[config.mk]
export PLATFORM = sky130hd
export DESIGN_NAME = lcd_text_controller
export DESIGN_NICKNAME = d
export VERILOG_FILES = /design/src/rtl/lcd_text_controller.sv
export SDC_FILE = /design/constraint.sdc
export NUM_CORES = 1
export LEC_CHECK = 0
export BUFFER_PORTS_ARGS = -buffer_cell sky130_fd_sc_hd__buf_4
export CAP_MARGIN = 20
export CORE_UTILIZATION = 23
export DETAILED_ROUTE_END_ITERATION = 16
export MAX_ROUTING_LAYER = met4
export SETUP_SLACK_MARGIN = 0.1
export SYNTH_ARGS = -nofsm -noshare
export SYNTH_HDL_FRONTEND = slang
export SYNTH_SLANG_ARGS = --single-unit
[constraint.sdc]
create_clock -name i_clk -period 5.35 [get_ports i_clk]
set_input_delay 0.535 -clock i_clk [delete_from_list [all_inputs] [get_ports i_clk]]
set_output_delay 0.535 -clock i_clk [all_outputs]
set_load 0.1 [all_outputs]
[src/rtl/lcd_text_controller.sv]
// Character-LCD sequencer: waits out power-up, sends the init command set, then
// drains a character FIFO to a 2x16 display with line-break/wrap and clear support.
module lcd_text_controller #(
  parameter int P_CNT_PWRUP = 187_500,
  parameter int P_FIFO_AW   = 4
) (
  input  logic       i_clk,
  input  logic       i_reset,
  input  logic       i_wr,
  input  logic [7:0] i_char,
  input  logic       i_clear,
  input  logic       i_busy,
  output logic       o_cs,
  output logic       o_RS,
  output logic [7:0] o_data,
  output logic       o_ready,
  output logic       o_full
);
  localparam int DEPTH    = 2 ** P_FIFO_AW;
  localparam int CNT_W    = (P_CNT_PWRUP > 1) ? $clog2(P_CNT_PWRUP) : 1;
  localparam int CNT_LAST_I = P_CNT_PWRUP - 1;
  localparam logic [CNT_W-1:0] CNT_LAST = CNT_LAST_I[CNT_W-1:0];
  localparam logic [P_FIFO_AW:0] FULL_CNT = {1'b1, {P_FIFO_AW{1'b0}}};

  localparam logic [7:0] CMD_CLEAR = 8'h01;
  localparam logic [7:0] CMD_LINE1 = 8'h80;
  localparam logic [7:0] CMD_LINE2 = 8'hC0;

  typedef enum logic [2:0] {
    S_PWRUP, S_INIT, S_IDLE, S_ISSUE, S_WAIT_HI, S_WAIT_LO
  } state_t;

  // What the byte currently in flight was, so completion knows what to update.
  typedef enum logic [1:0] {K_INIT, K_CLEAR, K_DATA, K_LINE} kind_t;

  state_t state, state_nxt;
  kind_t  kind, kind_nxt;

  logic [CNT_W-1:0] cnt;
  logic [1:0]       init_idx;
  logic [4:0]       pos;
  logic             clr_pend;
  logic             line_pend;
  logic [7:0]       line_cmd;

  logic             load;
  logic             load_rs;
  logic [7:0]       load_byte;
  logic             pop;
  logic             push;
  logic             done;
  logic             empty;

  logic [7:0]           mem [DEPTH];
  logic [P_FIFO_AW-1:0] wr_ptr;
  logic [P_FIFO_AW-1:0] rd_ptr;
  logic [P_FIFO_AW:0]   count;

  function automatic logic [7:0] init_cmd(input logic [1:0] idx);
    case (idx)
      2'd0:    return 8'h38;
      2'd1:    return 8'h0C;
      2'd2:    return 8'h06;
      default: return 8'h01;
    endcase
  endfunction

  assign o_full = (count == FULL_CNT);
  assign empty  = (count == '0);
  assign push   = i_wr && !o_full;

  always_ff @(posedge i_clk) begin
    if (i_reset) state <= S_PWRUP;
    else         state <= state_nxt;
  end

  always_comb begin
    state_nxt = state;
    kind_nxt  = kind;
    load      = 1'b0;
    load_rs   = 1'b0;
    load_byte = 8'h00;
    pop       = 1'b0;
    done      = 1'b0;
    case (state)
      S_PWRUP: if (cnt == CNT_LAST) state_nxt = S_INIT;
      S_INIT: begin
        if (!i_busy) begin
          load      = 1'b1;
          load_byte = init_cmd(init_idx);
          kind_nxt  = K_INIT;
        end
      end
      S_IDLE: begin
        // Pending line address outranks everything so the cursor is never stale.
        if (!i_busy) begin
          if (line_pend) begin
            load      = 1'b1;
            load_byte = line_cmd;
            kind_nxt  = K_LINE;
          end else if (clr_pend) begin
            load      = 1'b1;
            load_byte = CMD_CLEAR;
            kind_nxt  = K_CLEAR;
          end else if (!empty) begin
            load      = 1'b1;
            load_rs   = 1'b1;
            load_byte = mem[rd_ptr];
            kind_nxt  = K_DATA;
            pop       = 1'b1;
          end
        end
      end
      S_ISSUE:   state_nxt = S_WAIT_HI;
      S_WAIT_HI: if (i_busy) state_nxt = S_WAIT_LO;
      S_WAIT_LO: begin
        if (!i_busy) begin
          done      = 1'b1;
          state_nxt = (kind == K_INIT && init_idx != 2'd3) ? S_INIT : S_IDLE;
        end
      end
      default: state_nxt = S_PWRUP;
    endcase
    if (load) state_nxt = S_ISSUE;
  end

  always_comb begin
    o_cs = (state == S_ISSUE);
  end

  always_ff @(posedge i_clk) begin
    if (i_reset) begin
      cnt       <= '0;
      init_idx  <= '0;
      kind      <= K_INIT;
      pos       <= '0;
      clr_pend  <= 1'b0;
      line_pend <= 1'b0;
      line_cmd  <= 8'h00;
      o_ready   <= 1'b0;
      o_RS      <= 1'b0;
      o_data    <= 8'h00;
    end else begin
      if (state == S_PWRUP) cnt <= cnt + CNT_W'(1);
      if (load) begin
        kind   <= kind_nxt;
        o_RS   <= load_rs;
        o_data <= load_byte;
        if (kind_nxt == K_LINE) line_pend <= 1'b0;
      end
      if (done) begin
        case (kind)
          K_INIT: begin
            init_idx <= init_idx + 2'd1;
            if (init_idx == 2'd3) o_ready <= 1'b1;
          end
          K_CLEAR: begin
            pos      <= '0;
            clr_pend <= 1'b0;
          end
          K_DATA: begin
            if (pos == 5'd31) begin
              pos       <= '0;
              line_pend <= 1'b1;
              line_cmd  <= CMD_LINE1;
            end else begin
              pos <= pos + 5'd1;
              if (pos == 5'd15) begin
                line_pend <= 1'b1;
                line_cmd  <= CMD_LINE2;
              end
            end
          end
          default: ;
        endcase
      end
      // A new request arriving while a clear completes must not be lost.
      if (o_ready && i_clear) clr_pend <= 1'b1;
    end
  end

  always_ff @(posedge i_clk) begin
    if (i_reset) begin
      wr_ptr <= '0;
      rd_ptr <= '0;
      count  <= '0;
    end else begin
      if (push) wr_ptr <= wr_ptr + P_FIFO_AW'(1);
      if (pop)  rd_ptr <= rd_ptr + P_FIFO_AW'(1);
      case ({push, pop})
        2'b10:   count <= count + (P_FIFO_AW+1)'(1);
        2'b01:   count <= count - (P_FIFO_AW+1)'(1);
        default: ;
      endcase
    end
  end

  always_ff @(posedge i_clk) begin
    if (push) mem[wr_ptr] <= i_char;
  end

endmodule

==> impl_metrics.csv <==
group,metric,value,unit
clock_network,cts_buffers,17,
power_and_ir_drop,power_leakage,2.93,nW
synth,synth-async-reset-ratio,0,
clock_network,hold_buffers,0,
timing,rsz0062_at_grt,"no",
synth,syn_area,7900,sq um
route,drt-pass1-iter-count,5,
setup_path,critPathMaxFanout,14,
timing,tns,0,ns
grt,grt_pass1_wl,25400,microns
route,viasPerCell,4.32,
clock_network,cts_tree,"yes",
cells_and_area,nFillCells,3418,
floorplan,core-area,33700,sq um
floorplan,die_height,187,microns
route,postRouteWirelength,16500,microns
cells_and_area,final_util,0.274,
synth,synth_edf_count,128,
synth,netlist-cell-type-count,53,
synth,synth_xor_area_frac,0.0288,
cells_and_area,area_growth,16.9,%
timing,setup_viol,0,
setup_path,crit_type,"reg2reg",
setup_path,cp.required,5.71,ns
clock_network,clockRootBuffer,"clkbuf_16",
synth,ys_seq_area_frac,0.641,
floorplan,boundaryPins,25,
grt,antenna_found_initial,0,
power_and_ir_drop,powerDensity,320,nW/um^2
synth,synth_ff_type,"edfxtp_1",
synth,yosys-top-cells-area,"edfxtp_1, dfxtp_1, mux4_2",
timing,hold_viol,0,
run_status,status,"finished clean",
timing,hold_ws,0.346,ns
synth,avgSynthCellArea,13.9,sq um
clock_network,cts_buffer_depth,2,
synth,syn_inst,570,
synth,synth-simple-area-share,0.102,
placement,portBuffers,24,
timing,min_period,3.56,ns
run,drv_cap,0,
setup_path,start_kind,"flop",
timing,tightest_slew,1.15,ns
timing,fin_crit_sh,0.665,
clock_network,h-tree-depth,4,
synth,ys_seq_elements,189,
grt,gr-usage-all-layers,0.0986,
timing,worst_slew_margin_rel,0.234,
grt,first_global_vias,4453,
floorplan,die_width,187,microns
clock_network,cts_sinks,189,
synth,yosysMostFrequentCell,"edfxtp_1",
placement,dp_hpwl,10500,microns
setup_path,end_kind,"flop",
route,vias,4581,
cells_and_area,final_net_count,633,
synth,synth_fp_nets,604,
setup_path,cp.arrival,3.91,ns
route,wl_per_cell,15.6,microns
timing,slew_violations,0,
grt,gr-total-overflow,0,
synth,synth-compound-area-share,0.0614,
timing,finClkSkew,0.0104,ns
route,ant_nets,0,
cells_and_area,diodes,0,
clock_network,insertion_delay,0.43,ns
timing,fmax,281,MHz
synth,yosysWarnings,0,
synth,muxShareOfSynthArea,0.109,
placement,gp_congestion,0.763,
route,drt_iter0_drc,360,
synth,yosys.area.top_type_share,0.486,
route,drc,0,
power_and_ir_drop,fin_total_pwr,0.00296,W
power_and_ir_drop,ir_drop,0.213,mV
floorplan,die_area,35100,sq um
synth,synth_top_family_by_area,"multiplexers",
synth,synth_fa_ha_area_frac,0.0342,
clock_network,postCtsSetupRepairBufs,0,
floorplan,start_util,0.234,
synth,yosysTopAreaCell,"edfxtp_1",
grt,grt_max_degree,61,
worst_hold_path,hold_path.class,"in2reg",
clock_network,cts_resized,0,
cells_and_area,drive_above_1_share,0.173,
clock_network,clk_pin_slew,0.08,ns
synth,synth_commonest_cells,"edfxtp_1, nor2_1, dfxtp_1, a21oi_1, mux4_2",
floorplan,rows,67,
[cell families (layout without fill, tap and decap cells)]
logic type                 after synthesis  count (layout)
muxes                                   49              49
and+or+nand+nor                        164             164
xor gates and xnor gates                26              26
buffers and inverters                   46              88
DFF                                    189             189
adders and majority gates               21              21
AOI/OAI and AO/OA                       75              75
[per-stage QoR]
stage / setup slack, ns / cells / cell area, sq um
floorplan: 2.10 / 570 / 7900
global placement: 1.71 / 1026 / 8610
detailed placement: 1.64 / 1027 / 8620
CTS: 1.77 / 1059 / 9220
global route: 1.51 / 1060 / 9240
finish: 1.79 / 1060 / 9240
[power breakdown]
| group | internal (W) | total, W | switching [W] |
|---|---|---|---|
| Clock | 0.000674 | 0.00129 | 0.000615 |
| Combinational | 0.0000297 | 0.0000851 | 0.0000555 |
| Sequential | 0.00157 | 0.00158 | 0.00000888 |
| Total | 0.00228 | 0.00296 | 0.000679 |
[placed cells by master (no fill, tap or decap), types with 17 or more instances in the layout]
master / netlist / routed
edfxtp_1: 128 / 128
nor2_1: 63 / 63
dfxtp_1: 61 / 61
buf_4: 1 / 33
a21oi_1: 30 / 30
mux4_2: 29 / 29
nand2_1: 27 / 27
inv_1: 21 / 21
ha_1: 20 / 20
clkbuf_16: 0 / 17
[worst max-delay path: stages (launching register included)]
cell       delay [ns]
dfxtp_1          0.46
or4b_1           0.65
a2111oi_4        0.52
ha_1             0.34
inv_1            0.10
fa_1             0.38
nor2b_1          0.15
o21ai_0          0.12
and3_1           0.21
or4_1            0.39
a21oi_1          0.15
[final cells by class]
cell class / instances / area [sq um] / share of cell area
Tap cell: 448 / 561 / 0.0607
Multi-Input combinational cell: 335 / 2660 / 0.288
Clock inverter: 15 / 179 / 0.0194
Inverter: 21 / 78.8 / 0.00854
Sequential cell: 189 / 5060 / 0.548
Timing Repair Buffer: 35 / 270 / 0.0293
Clock buffer: 17 / 425 / 0.0461
[final timing paths]
| check | start | to | slack (ns) | depth (start not counted) |
|---|---|---|---|---|
| worst min register to register | line_cmd[7]$_SDFFE_PP0P_ | line_cmd[7]$_SDFFE_PP0P_ | 0.46 | 2 |
| worst max-delay path | state[0]$_SDFFE_PP0P_ | count[4]$_SDFFE_PP0P_ | 1.79 | 10 |
| worst min-delay path | i_clear | clr_pend$_SDFFE_PP0P_ | 0.35 | 3 |
| worst max register to register | state[0]$_SDFFE_PP0P_ | count[4]$_SDFFE_PP0P_ | 1.79 | 10 |
[registers in the layout, summed over array words and instances (netlist names), named ones only]
| register | count |
|---|---|
| clr_pend | 1 |
| cnt | 18 |
| count | 5 |
| init_idx | 2 |
| kind | 2 |
| line_cmd | 2 |
| line_pend | 1 |
| mem | 128 |
| o_RS | 1 |
| o_data | 8 |
| o_ready | 1 |
| pos | 5 |
| rd_ptr | 4 |
| state | 3 |
| wr_ptr | 4 |
[layer usage]
layer  vias up  routed length [microns]  share of wire  GRT usage
li1       2196                        -              -          -
met3         8                      924          0.056     0.0253
met2       106                     7700           0.47      0.151
met1      2271                     7740           0.47      0.130
met5         -                        0              0          -
met4         0                      123         0.0075     0.0246
No activity file was read; power rests on OpenSTA's default activity.
